--- config.mk ---
export PLATFORM = sky130hd
export DESIGN_NAME = dma_io_device
export DESIGN_NICKNAME = d
export VERILOG_FILES = /design/src/rtl/dma_io_device.sv
export SDC_FILE = /design/constraint.sdc
export NUM_CORES = 1
export LEC_CHECK = 0
export BUFFER_PORTS_ARGS = -buffer_cell sky130_fd_sc_hd__buf_2
export CAP_MARGIN = 25
export CELL_PAD_IN_SITES_DETAIL_PLACEMENT = 2
export CELL_PAD_IN_SITES_GLOBAL_PLACEMENT = 2
export CORE_MARGIN = 4
export CORE_UTILIZATION = 36
export CTS_BUF_LIST = sky130_fd_sc_hd__clkbuf_2
export CTS_CLUSTER_DIAMETER = 40
export DETAILED_ROUTE_END_ITERATION = 10
export MAX_ROUTING_LAYER = met4
export PLACE_DENSITY = 0.84
export RECOVER_POWER = 25
export SKIP_CTS_REPAIR_TIMING = 1
export SLEW_MARGIN = 25
export SYNTH_ARGS = -nofsm -noshare
export SYNTH_HDL_FRONTEND = slang
export SYNTH_SLANG_ARGS = --single-unit
--- constraint.sdc ---
create_clock -name Clock -period 2.7 [get_ports Clock]
set_input_delay 0.135 -clock Clock [delete_from_list [all_inputs] [get_ports Clock]]
set_output_delay 0.135 -clock Clock [all_outputs]
set_load 0.1 [all_outputs]
--- src/rtl/dma_io_device.sv ---
// DMA request/acknowledge handshake engine: single (gapped) or demand-mode
// transfer blocks with runtime pin polarity, Dack timeout and spurious-ack flag.
module dma_io_device #(
  parameter int HOLDOFF      = 2,
  parameter int DACK_TIMEOUT = 10
) (
  input  logic       Clock,
  input  logic       Reset_n,
  input  logic       Start,
  input  logic [7:0] Count,
  input  logic       Demand,
  input  logic       SenseDreq,
  input  logic       SenseDack,
  input  logic       Dack,
  input  logic       Eop_n,
  output logic       Dreq,
  output logic       Busy,
  output logic       Done,
  output logic       Error,
  output logic       Spurious,
  output logic [7:0] XferCount
);

  typedef enum logic [2:0] {
    S_IDLE = 3'd0,
    S_REQ  = 3'd1,
    S_GAP  = 3'd2,
    S_DONE = 3'd3,
    S_ERR  = 3'd4
  } state_t;

  localparam logic [3:0] GAP_LOAD  = 4'(HOLDOFF);
  localparam logic [7:0] TMO_LIMIT = 8'(DACK_TIMEOUT);

  state_t     state_r, state_s;
  logic [7:0] remaining_r, remaining_s;
  logic [7:0] xfer_r, xfer_s;
  logic [7:0] tmo_r, tmo_s;
  logic [3:0] gap_r, gap_s;
  logic       error_r, error_s;
  logic       spurious_r, spurious_s;

  logic       req_s;
  logic       ack_s;
  logic       start_ok_s;
  logic [7:0] tmo_inc_s;

  // Pin polarity translation stays combinational so a sense change acts at once.
  assign req_s = (state_r == S_REQ);
  assign ack_s = SenseDack ? Dack : ~Dack;
  assign Dreq  = SenseDreq ? ~req_s : req_s;

  assign start_ok_s = Start && (Count != 8'd0) &&
                      ((state_r == S_IDLE) || (state_r == S_DONE) || (state_r == S_ERR));
  assign tmo_inc_s  = tmo_r + 8'd1;

  assign Busy      = (state_r != S_IDLE);
  assign Done      = (state_r == S_DONE);
  assign Error     = error_r;
  assign Spurious  = spurious_r;
  assign XferCount = xfer_r;

  // Next-state and datapath update logic.
  always_comb begin
    state_s     = state_r;
    remaining_s = remaining_r;
    xfer_s      = xfer_r;
    tmo_s       = tmo_r;
    gap_s       = gap_r;
    error_s     = error_r;
    spurious_s  = spurious_r;

    if (ack_s && (state_r != S_REQ)) begin
      spurious_s = 1'b1;
    end else begin
      spurious_s = spurious_r;
    end

    case (state_r)
      S_IDLE: begin
        state_s = S_IDLE;
      end
      S_REQ: begin
        if (ack_s) begin
          remaining_s = remaining_r - 8'd1;
          xfer_s      = xfer_r + 8'd1;
          tmo_s       = 8'd0;
          if (!Eop_n || (remaining_r <= 8'd1)) begin
            state_s = S_DONE;
          end else if (Demand) begin
            state_s = S_REQ;
          end else begin
            state_s = S_GAP;
            gap_s   = GAP_LOAD;
          end
        end else begin
          tmo_s = tmo_inc_s;
          if (tmo_inc_s >= TMO_LIMIT) begin
            state_s = S_ERR;
            error_s = 1'b1;
          end else begin
            state_s = S_REQ;
          end
        end
      end
      S_GAP: begin
        if (gap_r <= 4'd1) begin
          state_s = S_REQ;
          gap_s   = 4'd0;
        end else begin
          state_s = S_GAP;
          gap_s   = gap_r - 4'd1;
        end
      end
      S_DONE: begin
        state_s = S_IDLE;
      end
      S_ERR: begin
        state_s = S_ERR;
        error_s = 1'b1;
      end
      default: begin
        state_s = S_IDLE;
      end
    endcase

    // An accepted Start only arises in IDLE/DONE/ERR and overrides those arms.
    if (start_ok_s) begin
      state_s     = S_REQ;
      remaining_s = Count;
      xfer_s      = 8'd0;
      tmo_s       = 8'd0;
      gap_s       = 4'd0;
      error_s     = 1'b0;
      spurious_s  = 1'b0;
    end else begin
      state_s = state_s;
    end
  end

  // State and counter registers.
  always_ff @(posedge Clock or negedge Reset_n) begin
    if (!Reset_n) begin
      state_r     <= S_IDLE;
      remaining_r <= 8'd0;
      xfer_r      <= 8'd0;
      tmo_r       <= 8'd0;
      gap_r       <= 4'd0;
      error_r     <= 1'b0;
      spurious_r  <= 1'b0;
    end else begin
      state_r     <= state_s;
      remaining_r <= remaining_s;
      xfer_r      <= xfer_s;
      tmo_r       <= tmo_s;
      gap_r       <= gap_s;
      error_r     <= error_s;
      spurious_r  <= spurious_s;
    end
  end

endmodule

# After elaboration in Yosys (flattened, before gate mapping)
# Index checks and enable logic that the tools add are counted.
# W data, S select, Z words.
# op_classes
addsub	4
n_reduce_logical	18
mux	30
bitwise_logic	2
magnitude_cmp	3
n_eq_ne	10
# ops
cell	count
$mux W8	9
$mux W4	5
$add A8 B1 Y8 const B	2
$mux W3	3
$ne A3 B1 Y1 const B	3
$pmux W3 S3	1
$reduce_bool A3 Y1	3
$ge A8 B4 Y1 const B	1
$le A8 B1 Y1 const B	1
$pmux W4 S2	1
$reduce_bool A8 Y1	1
$sub A8 B1 Y8 const B	1
$mux W1	7
$eq A3 B2 Y1 const B	2
$mux W2	3
$ne A3 B2 Y1 const B	2
$reduce_bool A2 Y1	3
$le A4 B1 Y1 const B	1
$reduce_and A4 Y1	1
$sub A4 B1 Y4 const B	1
$eq A3 B1 Y1 const B	1
$eq A3 B3 Y1 const B	1
$logic_and A1 B1 Y1	3
$logic_not A3 Y1	1
7 further kinds	10
# totals
regBits	33
output_inout_bits	13

# Longest topological paths before layout
# Gate-level depths: netlist (run 1).
# depth
depth_word	6
mapped_depth	7

# Least setup slack after synthesis (run 1)
# No wires, ideal clock.
# synth_timing
path_type	register to output
from	register state_r[1]
to	output Dreq
required_time_ns	2.565
path_buffers	1
stages_incl_launch_ff	4
slack_ns	0.070
arrival_ns	2.495
cell_sequence	dfrtp_1 or3b_1 clkbuf_2 xnor2_1
# synth_between
elab_chain_len	3
# synth_lines
item	line	text
start, declared	35	state_t state_r, state_s;
start signal, assigned	152	state_r <= state_s;
$eq A3 B1 Y1 (*)	49	assign req_s = (state_r == S_REQ);
$not A1 Y1	51	assign Dreq = SenseDreq ? ~req_s : req_s;
$mux W1 (*)	51	
end, declared	16	output logic Dreq,
# Every way passes the cells marked *; elsewhere a longest branch is shown, timed or not.

# Worst setup path after layout (run 1)
# layout_timing
from	register tmo_r[0]
to	register error_r, in the netlist Error
# layout_between
elab_chain_len	4
# layout_lines
item	line	text
start, declared	38	logic [7:0] tmo_r, tmo_s;
start signal, assigned	155	tmo_r <= tmo_s;
$add A8 B1 Y8	55	assign tmo_inc_s = tmo_r + 8'd1;
$ge A8 B4 Y1	98	if (tmo_inc_s >= TMO_LIMIT) begin
$ne A3 B1 Y1 (no source line)	--	
$reduce_and A3 Y1 (no source line)	--	
end signal, assigned	157	error_r <= error_s;
end, declared	40	logic error_r, error_s;
# No other way between the ends.
# A chain may end at the register's enable or synchronous reset.

==> results summary, run 1 <==
The number of warnings printed during yosys synthesis came out at 0. The number of global-route vias before repair was 1883. The last weighted congestion value of the routability-driven placer came out at 0.754.

The power per standard cell area came out at 1130 nW/µm². The number of enable-type register cells in the synthesized netlist came out at 0. The worst register-to-register path begins at tmo_r[0]. The quantity of I/O buffers inserted on ports is 28. The post-route worst hold slack is 10.8 ps.

The power share of the combinational group came out at 53.6%. The checks that failed: max-capacitance violations, max-slew violations. The number of nets in the layout came out at 268. The detailed-routing iteration count for the pre-antenna-repair pass came out at 4.

The CTS tree is yes. Headroom to the max-slew limit came out at -26.3%. The leakage power of the design came out at 1.03 nW. In the synthesized netlist the async set-or-reset flop fraction comes to 100%. The overflow left after global routing is 0. The highest clock rate is 454 MHz. For this configuration, the core starts out at a cell density of 37.6%. The share of total power dissipated in sequential elements is 32.5%.

The root buffer cell chosen for the clock tree is sky130_fd_sc_hd__clkbuf_2. After synthesis the netlist holds a flip-flop and latch count of 33. The fraction of layout instances using a drive strength above 1 came out at 18.3%.

The die width came out at roughly 81 µm. The clock tree skew after final layout came out at approximately 14 ps. The maximum level of the CTS H-tree came out at 2. The critical path endpoint category is a flop. The row count came out at 26.

STA classifies the critical path startpoint as a flop. STA puts the critical path data required time at 3000 ps. The post-route total power came out at 0.00251 W. Tracing the worst setup path back leads to its startpoint at tmo_r[0]. The unique cell type count in the Yosys netlist is 47. The number of failing setup endpoints in the final timing report came out at 0.

The detailed router finished its first iteration with 43 violations. The half-perimeter wire length after placement came out at 4.02 mm. The wire length of the first global-routing pass came out at 9.47 mm. No sink is reached through more buffers than the 2 on the longest clock path. The reported net switching power is 0.00133 W. The final critical path takes up 81.5% of the cycle. The detail route stage leaves a number of antenna-violating nets equal to 0.

The count of maximum capacitance violations came out at 1. Dividing the detail-routed wire length by the instance count gives around 17 µm. The critical path in this run is classified as reg2reg. The fraction of power consumed by the clock network is 13.9%.

TritonCTS created 5 clock buffers. The number of hold violations in the final report was 0. The final number of max-transition violations came out at 34.

The leading register cell type out of synthesis is sky130_fd_sc_hd__dfrtp_1. The worst-path maximum fanout came out at 7. The overall track demand over capacity in global routing is 19.2%.

The transition at the pin with the smallest max-transition slack came out at 1890 ps. The number of cells produced by synthesis came out at 211. The proportion of total power due to net switching is 52.9%. The number of diodes came out at 0. CTS saw 33 sinks. The fraction of the yosys area taken by sequential cells came out at 42.8%. The setup TNS is 0 ps.

Internal power comes to 0.00118 W. Setup repair after global routing left no endpoint under its margin. Wires add up to 5.47 mm. The largest net degree at the start of global routing came out at 34. The final period demand of the worst path is 2200 ps. The total I/O pin count came out at 29. After clock tree synthesis, the clock-pin slew on the worst setup and hold paths is approximately 200 ps. The core area is roughly 5000 µm².

The mean number of vias per cell came out at 5.40. The peak supply drop came out at 628 µV. The layout filler cell count is 623. Each instance of the synthesized netlist takes up on average 9.15 µm². The run finished, with violations left. The endpoint arrival time on the critical path came out at 2500 ps. The later pin in the worst-skew pair is clocked with a latency of 390 ps. The start point of the worst min-delay path is Count[6].

The initial antenna violation count is 0. The min-delay analysis places its worst path in the category in2reg. The area growth from synthesis to final layout came out at 15.3%. Counting every net in the synthesized netlist gives 234. The final route contains 1707 vias. The vertical extent of the die came out at ~81 µm. The area of the die came out at around 6600 µm².

In the routed design, unresolved DRC markers number 0. The cell area after synthesis came out at 1930 µm².
## cells in the mapped netlist (2+ instances only)
library cell | n | share of area (%)
sky130_fd_sc_hd__dfrtp_1 | 33 | 43
sky130_fd_sc_hd__nor2_1 | 26 | 5.1
sky130_fd_sc_hd__nand2_1 | 21 | 4.1
sky130_fd_sc_hd__o21ai_0 | 15 | 3.9
sky130_fd_sc_hd__xor2_1 | 9 | 4.1
sky130_fd_sc_hd__a21oi_1 | 8 | 2.1
sky130_fd_sc_hd__inv_1 | 8 | 1.6
sky130_fd_sc_hd__nand3_1 | 8 | 2.1
sky130_fd_sc_hd__nor3_1 | 8 | 2.1
sky130_fd_sc_hd__ha_1 | 7 | 4.5
sky130_fd_sc_hd__xnor2_1 | 7 | 3.2
sky130_fd_sc_hd__and3_1 | 4 | 1.3
sky130_fd_sc_hd__nand4_1 | 4 | 1.3
sky130_fd_sc_hd__a311oi_1 | 3 | 1.4
sky130_fd_sc_hd__a31oi_1 | 3 | 0.97
sky130_fd_sc_hd__nor2b_1 | 3 | 0.97
sky130_fd_sc_hd__o221a_2 | 3 | 1.7
sky130_fd_sc_hd__o31ai_1 | 3 | 1.2
sky130_fd_sc_hd__or3_1 | 3 | 0.97
sky130_fd_sc_hd__a21o_1 | 2 | 0.78
sky130_fd_sc_hd__a22o_1 | 2 | 0.91
sky130_fd_sc_hd__and3b_1 | 2 | 0.91
sky130_fd_sc_hd__buf_6 | 2 | 1.2
sky130_fd_sc_hd__clkbuf_1 | 2 | 0.39
sky130_fd_sc_hd__nor3b_1 | 2 | 0.78
sky130_fd_sc_hd__or4_1 | 2 | 0.78
## cell families after synthesis
family                   share of synthesized area (%)
AND/OR/NAND/NOR                                   22.7
AO/OA/AOI/OAI                                     18.0
XOR/XNOR                                          7.26
buffers and inverters                             4.02
adder cells (fa/ha/maj)                           4.54
flip-flops                                        42.8
multiplexers                                     0.777
## registers in the layout (all words and copies together), names as in the netlist
register / flops
gap_r: 4
XferCount: 8
tmo_r: 8
state_r: 3
Error: 1
Spurious: 1
remaining_r: 8
## metrics by stage
step	setup slack (ps)	std cells	area (µm²)	utilization [%]
CTS	499	313	2200	42.7
finish	499	316	2230	43.3
global route	364	316	2230	43.3
global placement	586	305	2130	41.5
floorplan	70.5	211	1930	-
detailed placement	535	305	2130	41.5
## worst max-delay path, stage by stage, from the launching register on
cell,delay (ps)
sky130_fd_sc_hd__dfrtp_1,490
sky130_fd_sc_hd__ha_1,280
sky130_fd_sc_hd__and3_1,220
sky130_fd_sc_hd__and3_4,210
sky130_fd_sc_hd__o32a_1,280
sky130_fd_sc_hd__or3_4,340
sky130_fd_sc_hd__o311a_1,290
## final timing paths
| path | cells after the start | slack (ps) | to |
|---|---|---|---|
| max | 6 | 500 | Error |
| min | 3 | 10 | remaining_r[6] |
| max reg2reg | 6 | 500 | Error |
| min reg2reg | 1 | 500 | remaining_r[6] |
| max in group asynchronous | 2 | 850 | XferCount[6] |
| min in group asynchronous | 2 | 770 | remaining_r[3] |
## placed cells by master, fill, tap and decap left out, types with 4 or more instances in the layout
master,n
sky130_fd_sc_hd__and3_1,4
sky130_fd_sc_hd__xnor2_1,7
sky130_fd_sc_hd__inv_1,8
sky130_fd_sc_hd__dfrtp_1,33
sky130_fd_sc_hd__nand3_1,8
sky130_fd_sc_hd__o21ai_0,15
sky130_fd_sc_hd__ha_1,7
sky130_fd_sc_hd__clkbuf_2,6
sky130_fd_sc_hd__buf_2,27
sky130_fd_sc_hd__nand2_1,21
sky130_fd_sc_hd__xor2_1,9
sky130_fd_sc_hd__nor3_1,8
sky130_fd_sc_hd__nand4_1,4
sky130_fd_sc_hd__nor2_1,26
sky130_fd_sc_hd__a21oi_1,8
## layer usage
| metal | track usage, % | routed length, µm | vias to the layer above | part of all wire, % |
|---|---|---|---|---|
| li1 | - | - | 822 | - |
| met1 | 23.9 | 2560 | 847 | 47 |
| met2 | 31.4 | 2630 | 30 | 48 |
| met3 | 4.32 | 200 | 8 | 3.7 |
| met4 | 5.07 | 72 | 0 | 1.3 |
| met5 | - | 0 | - | 0 |
## final cells by class
class / count / area [µm²] / share of cell area, %
clock buffers: 6 / 30.0 / 1.35
clock inverters: 2 / 33.8 / 1.52
inverters: 8 / 30.0 / 1.35
multi-input cells: 163 / 1030 / 46.1
flip-flops and latches: 33 / 826 / 37.1
well taps: 70 / 87.6 / 3.93
repair buffers: 34 / 191 / 8.60
## power groups by stage
| stage | Combinational [W] | Sequential [W] | Clock [W] |
|---|---|---|---|
| final | 0.00135 | 0.000817 | 0.000349 |
| after global placement | 0.00132 | 0.000815 | 0 |
| after CTS | 0.00136 | 0.000817 | 0.000354 |
| after detailed placement | 0.00136 | 0.000827 | 0 |
| after floorplan | 0.000839 | 0.00102 | 0 |
| after global routing | 0.00148 | 0.000848 | 0.000378 |
Note: power is estimated with default switching activity, not from simulation.
==> run 2, diff against run 1 <==
ABC_AREA = 1   (was unset)
CORE_UTILIZATION = 34   (was 36)
clock period = 2.1 ns   (was 2.7 ns; I/O delays follow)
==> results summary, run 2 <==
The run finished with clean final reports. The number of clock sinks came out at 33. The H-tree was split into 2 levels. For this run, the share of the core covered by cells in the final layout is 41.6%. The number of design rule violations left after detail routing is 0. The mean number of vias per cell is slightly below 5. Summing every instance area after synthesis gives 1970 µm². The layout filler cell count came out at 635. The number of diodes is 0. Timing would allow up to 520 MHz.

STA classifies the critical path startpoint as a flop. The clock input transition at the sequential cells of the worst setup and hold paths is 190 ps. The longest clock path from root to sink contains 2 buffers. The starting density of the core is 35.3%. The leakage power of the design is between 1 and 1.5 nW. The number of warnings printed during yosys synthesis is 0.

The cell sitting at the root of the clock tree is a sky130_fd_sc_hd__clkbuf_2. The initial antenna violation count is 0. The insertion delay to the later sink of the worst-skew pair is 380 ps.

The relative slew slack came out at 42.3%. The count of antenna-violating nets left after detailed routing came out at 0. The count of maximum capacitance violations came out at 0. For this design the ratio of total power to cell area is 1420 nW/µm². The final setup slack of the worst path came out at 175 ps.

The number of nets in the layout came out at ~320. The number of hold violations in the final report is 0. The ratio of final minimum period to clock period is 91.7%. The number of global-route vias before repair came out at roughly 2000. Along the worst path, the maximum fanout reaches 8.

The finished layout holds 365 standard cells, fillers aside. Summed over all layers, the routed wires come to 5.79 mm. For the finished layout, the period the worst path requires is slightly below 2000 ps. The cell taking the most area after synthesis is sky130_fd_sc_hd__dfrtp_1. The placement-stage worst setup slack is 314 ps. The area of the die came out at 7070 µm².

The sum of buffers and inverters on the critical path came out at 2. The count of routing violations after the opening detailed-route iteration came out at 50. The overall via count from detail_route came out at 1809. Among all cell types in the netlist, the one instantiated most often is sky130_fd_sc_hd__nand2_1. The overall track demand over capacity in global routing is between 10% and 20%.

The worst hold path belongs to the class in2reg. In this run the vertical extent of the chip is 84.1 µm. The average wire length per cell after detail routing is 15.9 µm.

STA classifies the critical path endpoint as an output port. TritonCTS built the clock tree. The fraction of the yosys area taken by sequential cells is 42.0%. The post-route worst hold slack came out at 45.5 ps.

The row count is 27. The core area came out at 5570 µm². Including well taps, the total number of placed cells is 348. The fraction of layout instances using a drive strength above 1 is 18.1%. The area growth from synthesis to final layout is 17.7%. The count of cells along the worst register-to-register path is 9. The startpoint-to-endpoint class of the critical path is reg2out.

The worst stage delay on the critical path came out at about 450 ps. The post-synthesis area per instance is about 8 µm². The number of cells produced by synthesis came out at between 200 and 300. The top cell types in the final layout, fill and taps aside, are sky130_fd_sc_hd__nand2_1, sky130_fd_sc_hd__dfrtp_1, sky130_fd_sc_hd__inv_1. The net count of the mapped netlist came out at between 200 and 300. The synthesized design contains 0 enable-type register cells. The largest net degree at the start of global routing came out at 34. The endpoint arrival time on the critical path came out at between 1500 and 2000 ps. The cell count of the worst hold path is 4.

The clock tree skew after final layout came out at between 15 and 20 ps. The overflow left after global routing is 0. During placement, the flow inserted port buffers numbering 28. Setup violations remaining at the end of the flow were counted as 0.

The unique cell type count in the Yosys netlist is 33. The critical path crosses 4 cells after its start point. The largest individual stage delay along the critical path comes from the cell sky130_fd_sc_hd__buf_2. Counting flops and latches in the post-synthesis netlist gives 33. The leading register cell type out of synthesis is sky130_fd_sc_hd__dfrtp_1.

The cell type group with the largest total delay on the critical path is buffers and inverters. At the pin with the least slew margin, the transition time is about 870 ps. After synthesis, the cell types taking the most area are sky130_fd_sc_hd__dfrtp_1, sky130_fd_sc_hd__nand2_1, sky130_fd_sc_hd__inv_1. The commonest non-fill, non-tap cell in the layout is sky130_fd_sc_hd__nand2_1. The final number of max-transition violations came out at 0. The half-perimeter wire length after placement came out at 4.19 mm. The detailed-routing iteration count for the pre-antenna-repair pass is 4. The critical path data required time came out at 2000 ps. The last weighted congestion value of the routability-driven placer is approximately 0.75.

The area share of the largest cell type after synthesis is 42.0%. The setup TNS came out at 0 ps. The number of buffers created by CTS came out at 5. The peak supply drop came out at around 630 µV. During I/O placement, the number of pins put on the boundary was 29.

The proportion of synthesized flip-flops having asynchronous set or reset came out at 100%. The wire length of the first global-routing pass is 9.56 mm. The die width came out at 84.1 µm. Counting instances in the post-synthesis netlist gives the leading cell types as sky130_fd_sc_hd__nand2_1, sky130_fd_sc_hd__dfrtp_1, sky130_fd_sc_hd__inv_1.

Traced cell by cell, the critical path runs through inv_1, nand3_2, xnor2_2, buf_2.
==> run 2: cell count changes after synthesis, sizes merged, moves of 5 or more <==
cell and delta:
a21oi -7, o21ai -7, and3 -5, nand2 +55
nand3 +8, inv +26
==> run 2: kinds of logic (layout without fill, tap and decap cells) <==
family / after synthesis / count (layout) / synth area share, %
compound gates: 27 / 27 / 9.15
buf+inv: 38 / 81 / 7.76
xor+xnor: 15 / 15 / 7.06
fa+ha+maj: 7 / 7 / 4.45
flops: 33 / 33 / 42.0
simple gates: 130 / 130 / 29.6
==> run 2: path summary, 6_finish.rpt <==
path	start	to	slack, ps
setup / recovery	state_r[1]	Dreq	180
hold / removal	Demand	state_r[1]	50
setup reg to reg	remaining_r[0]	gap_r[1]	250
hold reg to reg	Error	Error	510
max in group asynchronous	Reset_n	gap_r[3]	1200
min in group asynchronous	Reset_n	XferCount[0]	340
==> run 2: layout make-up <==
class | instances | area [µm²] | share of cell area (%)
flip-flops and latches | 33 | 826 | 35.6
repair buffers | 37 | 230 | 9.94
clock inverters | 3 | 12.5 | 0.540
inverters | 36 | 136 | 5.89
multi-input cells | 179 | 997 | 43.0
well taps | 72 | 90.1 | 3.89
clock buffers | 5 | 25.0 | 1.08
==> run 2: report_power, final <==
| group | internal (W) | leakage (nW) | total (W) | switching (W) |
|---|---|---|---|---|
| logic | 0.000516 | 0.731 | 0.00197 | 0.00145 |
| registers | 0.000833 | 0.432 | 0.00102 | 0.000188 |
| clock network | 0.0000729 | 0.0278 | 0.000309 | 0.000236 |
| total | 0.00142 | 1.19 | 0.00330 | 0.00187 |
==> run 2: through the flow <==
stage	instance area, µm²	power (W)
floorplan	1980	0.00254
global placement	2190	0.00290
detailed placement	2190	0.00299
CTS	2230	0.00331
global route	2320	0.00359
finish	2320	0.00330
==> run 2: metal layers <==
metal  vias up  global-route usage, %  share of wire (%)  wire length [µm]
met5         -                      -                  0                 0
met4         0                   4.68                1.8               103
met3        10                   3.95                3.8               220
met2        30                   28.9                 52              3010
met1       889                   20.5                 42              2460
li1        880                      -                  -                 -
==> run 2: tightest hold or removal path: cells and delay by family <==
| family | cells | cell delay (ps) |
|---|---|---|
| AND/OR/NAND/NOR | 2 | 120 |
| AO/OA/AOI/OAI | 1 | 80 |
| buffers and inverters | 1 | 100 |
